==> config.mk <==
export PLATFORM = sky130hd
export DESIGN_NAME = button_gesture
export DESIGN_NICKNAME = d
export VERILOG_FILES = /design/src/rtl/button_gesture.sv
export SDC_FILE = /design/constraint.sdc
export NUM_CORES = 1
export LEC_CHECK = 0
export ABC_AREA = 1
export CAP_MARGIN = 20
export CORE_UTILIZATION = 55
export CTS_BUF_LIST = sky130_fd_sc_hd__clkbuf_16
export DETAILED_ROUTE_END_ITERATION = 7
export GPL_TIMING_DRIVEN = 0
export PLACE_DENSITY = 0.85
export SLEW_MARGIN = 20
export SYNTH_ARGS = -nofsm -noshare
export SYNTH_HDL_FRONTEND = slang
export SYNTH_SLANG_ARGS = --single-unit
==> constraint.sdc <==
create_clock -name clk -period 2.4 [get_ports clk]
set_input_delay 0.24 -clock clk [delete_from_list [all_inputs] [get_ports clk]]
set_output_delay 0.24 -clock clk [all_outputs]
set_load 0.1 [all_outputs]
==> src/rtl/button_gesture.sv <==
// Turns a debounced button level into one-cycle gesture pulses.
// The pulses are short, long, double and auto-repeat, and busy is high outside IDLE.
module button_gesture #(
    parameter bit PRESSED_LEVEL     = 1'b0,
    parameter int LONG_CYCLES       = 50000000,
    parameter int DOUBLE_GAP_CYCLES = 12500000,
    parameter int REPEAT_CYCLES     = 10000000
) (
    input  logic       clk,
    input  logic       rst_n,
    input  logic       in,
    output logic       short_press,
    output logic       long_press,
    output logic       double_press,
    output logic       repeat_press,
    output logic       busy,
    output logic [2:0] dbg_state
);

    localparam int MAX_A = (LONG_CYCLES > DOUBLE_GAP_CYCLES) ? LONG_CYCLES : DOUBLE_GAP_CYCLES;
    localparam int MAX_C = (MAX_A > REPEAT_CYCLES) ? MAX_A : REPEAT_CYCLES;
    localparam int CW    = $clog2(MAX_C + 1);

    localparam logic [CW-1:0] LONG_LIM = CW'(LONG_CYCLES - 1);
    localparam logic [CW-1:0] GAP_LIM  = CW'(DOUBLE_GAP_CYCLES - 1);
    localparam logic [CW-1:0] REP_LIM  = CW'(REPEAT_CYCLES - 1);
    localparam logic [CW-1:0] ONE      = CW'(1);

    typedef enum logic [2:0] {
        S_RELEASE = 3'd0,
        S_IDLE    = 3'd1,
        S_PRESS1  = 3'd2,
        S_GAP     = 3'd3,
        S_LONG    = 3'd4
    } state_t;

    // Power-up values match the reset values.
    state_t        state        = S_RELEASE;
    logic [CW-1:0] cnt          = '0;
    logic          short_q      = 1'b0;
    logic          long_q       = 1'b0;
    logic          double_q     = 1'b0;
    logic          repeat_q     = 1'b0;
    logic          busy_q       = 1'b1;

    state_t        state_n;
    logic [CW-1:0] cnt_n;
    logic          short_n, long_n, double_n, repeat_n;
    logic          p;

    assign p = (in == PRESSED_LEVEL);

    always_ff @(posedge clk) begin
        if (!rst_n) begin
            state    <= S_RELEASE;
            cnt      <= '0;
            short_q  <= 1'b0;
            long_q   <= 1'b0;
            double_q <= 1'b0;
            repeat_q <= 1'b0;
            busy_q   <= 1'b1;
        end else begin
            state    <= state_n;
            cnt      <= cnt_n;
            short_q  <= short_n;
            long_q   <= long_n;
            double_q <= double_n;
            repeat_q <= repeat_n;
            busy_q   <= (state_n != S_IDLE);
        end
    end

    always_comb begin
        state_n  = state;
        cnt_n    = cnt;
        short_n  = 1'b0;
        long_n   = 1'b0;
        double_n = 1'b0;
        repeat_n = 1'b0;
        case (state)
            S_RELEASE: begin
                if (!p) state_n = S_IDLE;
            end
            S_IDLE: begin
                if (p) begin
                    state_n = S_PRESS1;
                    cnt_n   = ONE;
                end
            end
            S_PRESS1: begin
                if (p) begin
                    if (cnt == LONG_LIM) begin
                        state_n = S_LONG;
                        long_n  = 1'b1;
                        cnt_n   = '0;
                    end else begin
                        cnt_n = cnt + ONE;
                    end
                end else if (DOUBLE_GAP_CYCLES == 0) begin
                    state_n = S_IDLE;
                    short_n = 1'b1;
                end else begin
                    state_n = S_GAP;
                    cnt_n   = ONE;
                end
            end
            S_GAP: begin
                // The second press is swallowed until the button is let go.
                if (p) begin
                    state_n  = S_RELEASE;
                    double_n = 1'b1;
                end else if (cnt == GAP_LIM) begin
                    state_n = S_IDLE;
                    short_n = 1'b1;
                end else begin
                    cnt_n = cnt + ONE;
                end
            end
            S_LONG: begin
                if (!p) begin
                    state_n = S_IDLE;
                end else if (REPEAT_CYCLES != 0) begin
                    if (cnt == REP_LIM) begin
                        repeat_n = 1'b1;
                        cnt_n    = '0;
                    end else begin
                        cnt_n = cnt + ONE;
                    end
                end
            end
            default: state_n = S_RELEASE;
        endcase
    end

    assign short_press  = short_q;
    assign long_press   = long_q;
    assign double_press = double_q;
    assign repeat_press = repeat_q;
    assign busy         = busy_q;
    assign dbg_state    = state;

endmodule

== After elaboration in Yosys (flattened, before gate mapping) ==
Index checks and enable logic that the tools add are counted.
Word-level totals
  flip-flop bits (word level): 34
  latch bits: 0
  bits in writable memories: 0
  memory bits (read-only): 0
  bits of input ports: 3
  output and inout port bits: 8
  logic and storage cells: 50
  memories kept: 0
Operators by class
  add/sub/neg operators: 1
  multiply operators: 0
  divide/modulo/power cells: 0
  $lt $le $gt $ge: 0
  equality and inequality tests: 12
  shift-type cells: 0
  multiplexer cells: 19
  bitwise gates (word level): 3
  reduce and logical (&&, ||, !) cells: 8
Operators by type and width (number)
  two-way mux 26 bit: 7
  one-hot mux 26 bit (4 select lines): 1
  == test 26 x 24 -> 1 bit (second input constant): 2
  adder 26 x 1 -> 26 bit (second input constant): 1
  == test 26 bit (second input constant): 1
  two-way mux 3 bit: 6
  one-hot mux 3 bit (4 select lines): 1
  inequality test 2 bit (second input constant): 4
  == test 3 x 2 -> 1 bit (second input constant): 2
  OR reduction 3 bit: 2
  AND reduction 5 bit: 1
  two-way mux 1 bit: 4
  nonzero test 4 bit: 1
  == test 3 x 1 -> 1 bit (second input constant): 1
  == test 3 bit (second input constant): 1
  zero test 3 bit: 1
  inequality test 3 x 1 -> 1 bit (second input constant): 1
  inverter 1 bit: 3
  AND reduction 3 bit: 1
  AND reduction 2 bit: 1
  OR reduction 2 bit: 1

== Longest topological paths before layout ==
  word-level depth: 5
  depth in mapped cells: 13
  mapped depth without buffers: 12

== Worst setup path after synthesis ==
Ideal clock, no wire load.
  path type: reg2reg
  from: register state[0] (netlist: dbg_state[0])
  to: register cnt[15]
  library setup time: 0.116 ns
  arrival: 2.312 ns
  required time: 2.284 ns
  slack: -0.027 ns
  cell stages (with the launch flop): 10
  buffers on the path: 1
  clock period less this slack: 2.427 ns
  cells stage by stage: dfxtp_1 > inv_1 > nand2_1 > nor2_1 > nor3_4 > a21boi_4 > nand2_2 > buf_4 > nand2_1 > nor2_1
Between the ends
  word-level cells in the longest chain between the ends: 3
  elaborated cells on any way between the ends: 11
  those cells by class: 8 x eq/ne; 1 x mux; 2 x reduce/logical
Ends and longest elaborated chain
  start: declaration: RTL line 38  | state_t state = S_RELEASE;
  start signal: assignment: RTL line 63  | state <= state_n;
  == test 3 bit (tied with other cells): RTL line 80  | case (state)
  nonzero test 4 bit (no line) or inequality test 2 bit (tied branches)
  AND reduction 5 bit (no line)
  end signal: assignment: RTL line 64  | cnt <= cnt_n;
  end: declaration: RTL line 39  | logic [CW-1:0] cnt = '0;
Several ways; a longest one is shown, not always the timed one.
A chain may end at the register's enable or synchronous reset.

== Worst setup path after layout ==
  from: input port in
  to: register cnt[19]
Between the ends
  word-level cells in the longest chain between the ends: 2
  elaborated cells on any way between the ends: 6
  those cells by class: 3 x eq/ne; 2 x mux; 1 x reduce/logical
Ends and longest elaborated chain
  start: declaration: RTL line 11  | input logic in,
  two-way mux 26 bit or inequality test 2 bit (tied branches)
  one-hot mux 26 bit (4 select lines) or AND reduction 5 bit (tied branches)
Several ways; a longest one is shown, not always the timed one.

==> results_dict.tcl <==
set metrics [dict create \
    cts_made_buffers 5 \
    wl_per_cell_um 13.8 \
    h-tree-depth 2 \
    synthDominantCellAreaShare_pct 31.5 \
    cts_setup_buffers 0 \
    final_nets 388 \
    hold_path.class "in -> reg" \
    finalPower_w 0.00129 \
    start_kind "primary input" \
    root_buffer "clkbuf_16" \
    r2r.worst_path.cells 13 \
    power_density_nw_per_um2 529 \
    clock_latency_ns 0.28 \
    yosys.area.top_type "dfxtp_1" \
    overflow 0 \
    crit_fanout 9 \
    fillCellCount 360 \
    clkSinkCount 34 \
    dpl.hpwl_mm 4.30 \
    die_y_um 64.7 \
    area_delta_synth_final_pct 13.0 \
    drive_above_1_share_pct 4.18 \
    worst-endpoint-required_ns 2.56 \
    grt_pass1_wl_mm 9.80 \
    initial_utilization_pct 58.1 \
    dieArea_um2 4180 \
    drt_pre_antenna_iters 5 \
    syn_nets 372 \
    worstReg2RegStart "cnt[0]$_SDFFE_PN0P_" \
    grt_start_max_net_pins 11 \
    first_global_vias 2210 \
    synth_area_leaders "dfxtp_1 31%, nand2_1 18%, nor2_1 12%, nand3_1 8.8%, inv_1 8.3%" \
    ys_types 26 \
    final_cell_count_no_fill 431 \
    finalCritPeriodShare_pct 91.8 \
    finalClockSkew_ns 0.00733 \
    ys_seq_area_share_pct 31.5 \
    setup_viol 0 \
    maxSlewViolCount 0 \
    synthesis.area_um2 2160 \
    path_common_cell "nor2_1" \
    port_buffers 9 \
    ff_latch_area_um2 682 \
    worst_pin_slew_ns 0.967 \
    fin_util_pct 65.7 \
    worstPathCellList "clkdlybuf4s50_1 > clkinv_1 > nor2_1 > nor3_4 > a21boi_4 > nand2_2 > nand2_1 > nor2_1" \
    cp_slowest_cell "clkdlybuf4s50_1" \
    yosysWarnings 0 \
    critPathKind "in -> reg" \
    relSlewSlack_pct 35.4 \
    dp.cells 425 \
    synth-edff-count 0 \
    regToRegSetupSlack_ns 0.24 \
    ioPinCount 11 \
    die_w_um 64.7 \
    hp-start "rst_n" \
    syn_area_per_cell_um2 5.87 \
    antenna-diode-count 0 \
    rows 22 \
    drt-initial-drc-count 282 \
    async_flop_share_pct 0 \
    slowest_delay_ns 0.48 \
    min_to "cnt[1]$_SDFFE_PN0P_" \
    wl_mm 5.93 \
    arrival_ns 2.36 \
    worst_r2r_endpoint "cnt[12]$_SDFFE_PN0P_" \
    syn_inst 368 \
    period_needed_ns 2.20 \
    leakage_nw 0.948 \
    max-cap-violations 0 \
    vias 2457 \
    drc 0 \
    synthFlopType "dfxtp_1" \
    clock_path_buffers 2 \
    grt_antenna_before_repair 0 \
    crit_path_end_kind "register" \
    ys_seq_elements 34 \
    rsz0062_at_grt "false" \
    grt_usage_pct 31.0 \
    holdPathStages 3 \
    coreArea_um2 3720 \
    fmax_ghz 0.454 \
    gp_congestion 0.953 \
    final_hold_viol_count 0 \
    cts_tree "built" \
    multi_input_area_um2 1260 \
    cts_hold_buf 0 \
    cts.repair.resized 0 \
    antenna_left 0 \
    clk_pin_slew_ns 0.05 \
    vias_per_cell 5.70 \
    ir_drop_mv 0.354 \
    outcome "finished, final reports clean" \
]
-- sequential cells by signal (all words and copies together), names as in the netlist --
| signal | cells |
|---|---|
| cnt | 26 |
| dbg_state | 3 |
| busy | 1 |
| double_press | 1 |
| long_press | 1 |
| repeat_press | 1 |
| short_press | 1 |
-- final cells by class --
| class | instances | area share [%] |
|---|---|---|
| multi-input combinational | 278 | 51.5 |
| sequential | 34 | 27.9 |
| inverter | 49 | 7.53 |
| clock buffer | 5 | 5.13 |
| timing repair buffer | 9 | 3.69 |
| tap | 48 | 2.46 |
| buffer | 7 | 1.64 |
| clock inverter | 1 | 0.154 |
-- metrics by stage --
stage / setup TNS (ns) / cell area, um^2 / hold WS [ns] / setup slack [ns]
finish: 0 / 2440 / 0.423 / 0.198
detailed placement: -0.368 / 2310 / 0.515 / -0.0601
CTS: 0 / 2440 / 0.418 / 0.209
floorplan: 0 / 2160 / 0.319 / 0.00621
global route: 0 / 2440 / 0.443 / 0.0373
global placement: -0.871 / 2310 / 0.513 / -0.0785
-- routing by layer --
layer / GRT usage [%] / wire length [um]
met1: 39.7 / 2490
met2: 49.7 / 2800
met3: 7.22 / 523
met4: 12.5 / 119
met5: 0 / 0
-- worst max-delay path, delay by kind of cell --
family | cells | cell delay [ns]
compound gates | 1 | 0.39
buf+inv | 2 | 0.69
simple gates | 5 | 1.04
-- how the worst max path moves through the flow --
stage / from / end
floorplan: dbg_state[1]$_SDFF_PN0_ / cnt[15]$_SDFFE_PN0P_
global placement: in / cnt[17]$_SDFFE_PN0P_
detailed placement: in / cnt[19]$_SDFFE_PN0P_
CTS: in / cnt[17]$_SDFFE_PN0P_
global route: in / cnt[17]$_SDFFE_PN0P_
finish: in / cnt[19]$_SDFFE_PN0P_
-- synth_stat cells (2+ instances only) --
cell type,n
nand3b_1,2
nand3_1,38
nor3_1,12
o21ai_0,20
o21bai_1,2
nor2_1,67
nor4_1,3
inv_1,48
dfxtp_1,34
a21oi_1,7
o211ai_1,2
buf_2,2
buf_4,3
clkbuf_1,2
nand4_1,8
nand2_1,106
nand2_2,2
xor2_1,2
-- cells in the final DEF (no fill, tap or decap) --
cell	netlist	routed
nand2_1	106	106
nor2_1	67	67
inv_1	48	48
nand3_1	38	38
dfxtp_1	34	33
o21ai_0	20	20
nor3_1	12	12
clkdlybuf4s50_1	0	9
nand4_1	8	8
a21oi_1	7	7
clkbuf_16	0	5
buf_4	3	3
nor4_1	3	3
clkinv_1	1	2
clkbuf_1	2	2
nand3b_1	2	2
nand2_2	2	2
buf_2	2	2
o21bai_1	2	2
o211ai_1	2	2
xor2_1	2	2
nor2_4	1	1
nor3_4	1	1
a21boi_4	1	1
o21ai_1	1	1
a22oi_1	1	1
and3_1	1	1
ha_1	1	1
dfxtp_2	0	1
-- kinds of logic (layout without fill, tap and decap cells) --
| logic type | after synthesis | count (layout) | synth area share [%] |
|---|---|---|---|
| buffers and inverters | 56 | 71 | 10.4 |
| adders and majority gates | 1 | 1 | 0.579 |
| xor gates and xnor gates | 2 | 2 | 0.811 |
| DFF | 34 | 34 | 31.5 |
| and+or+nand+nor | 241 | 241 | 47.7 |
| AOI/OAI and AO/OA | 34 | 34 | 9.09 |
-- report_power, final --
| group | internal, W | switching (W) |
|---|---|---|
| Sequential | 0.000572 | 0.00000618 |
| Clock | 0.000368 | 0.000228 |
| Combinational | 0.0000302 | 0.0000870 |
No activity file was read; power rests on OpenSTA's default activity.
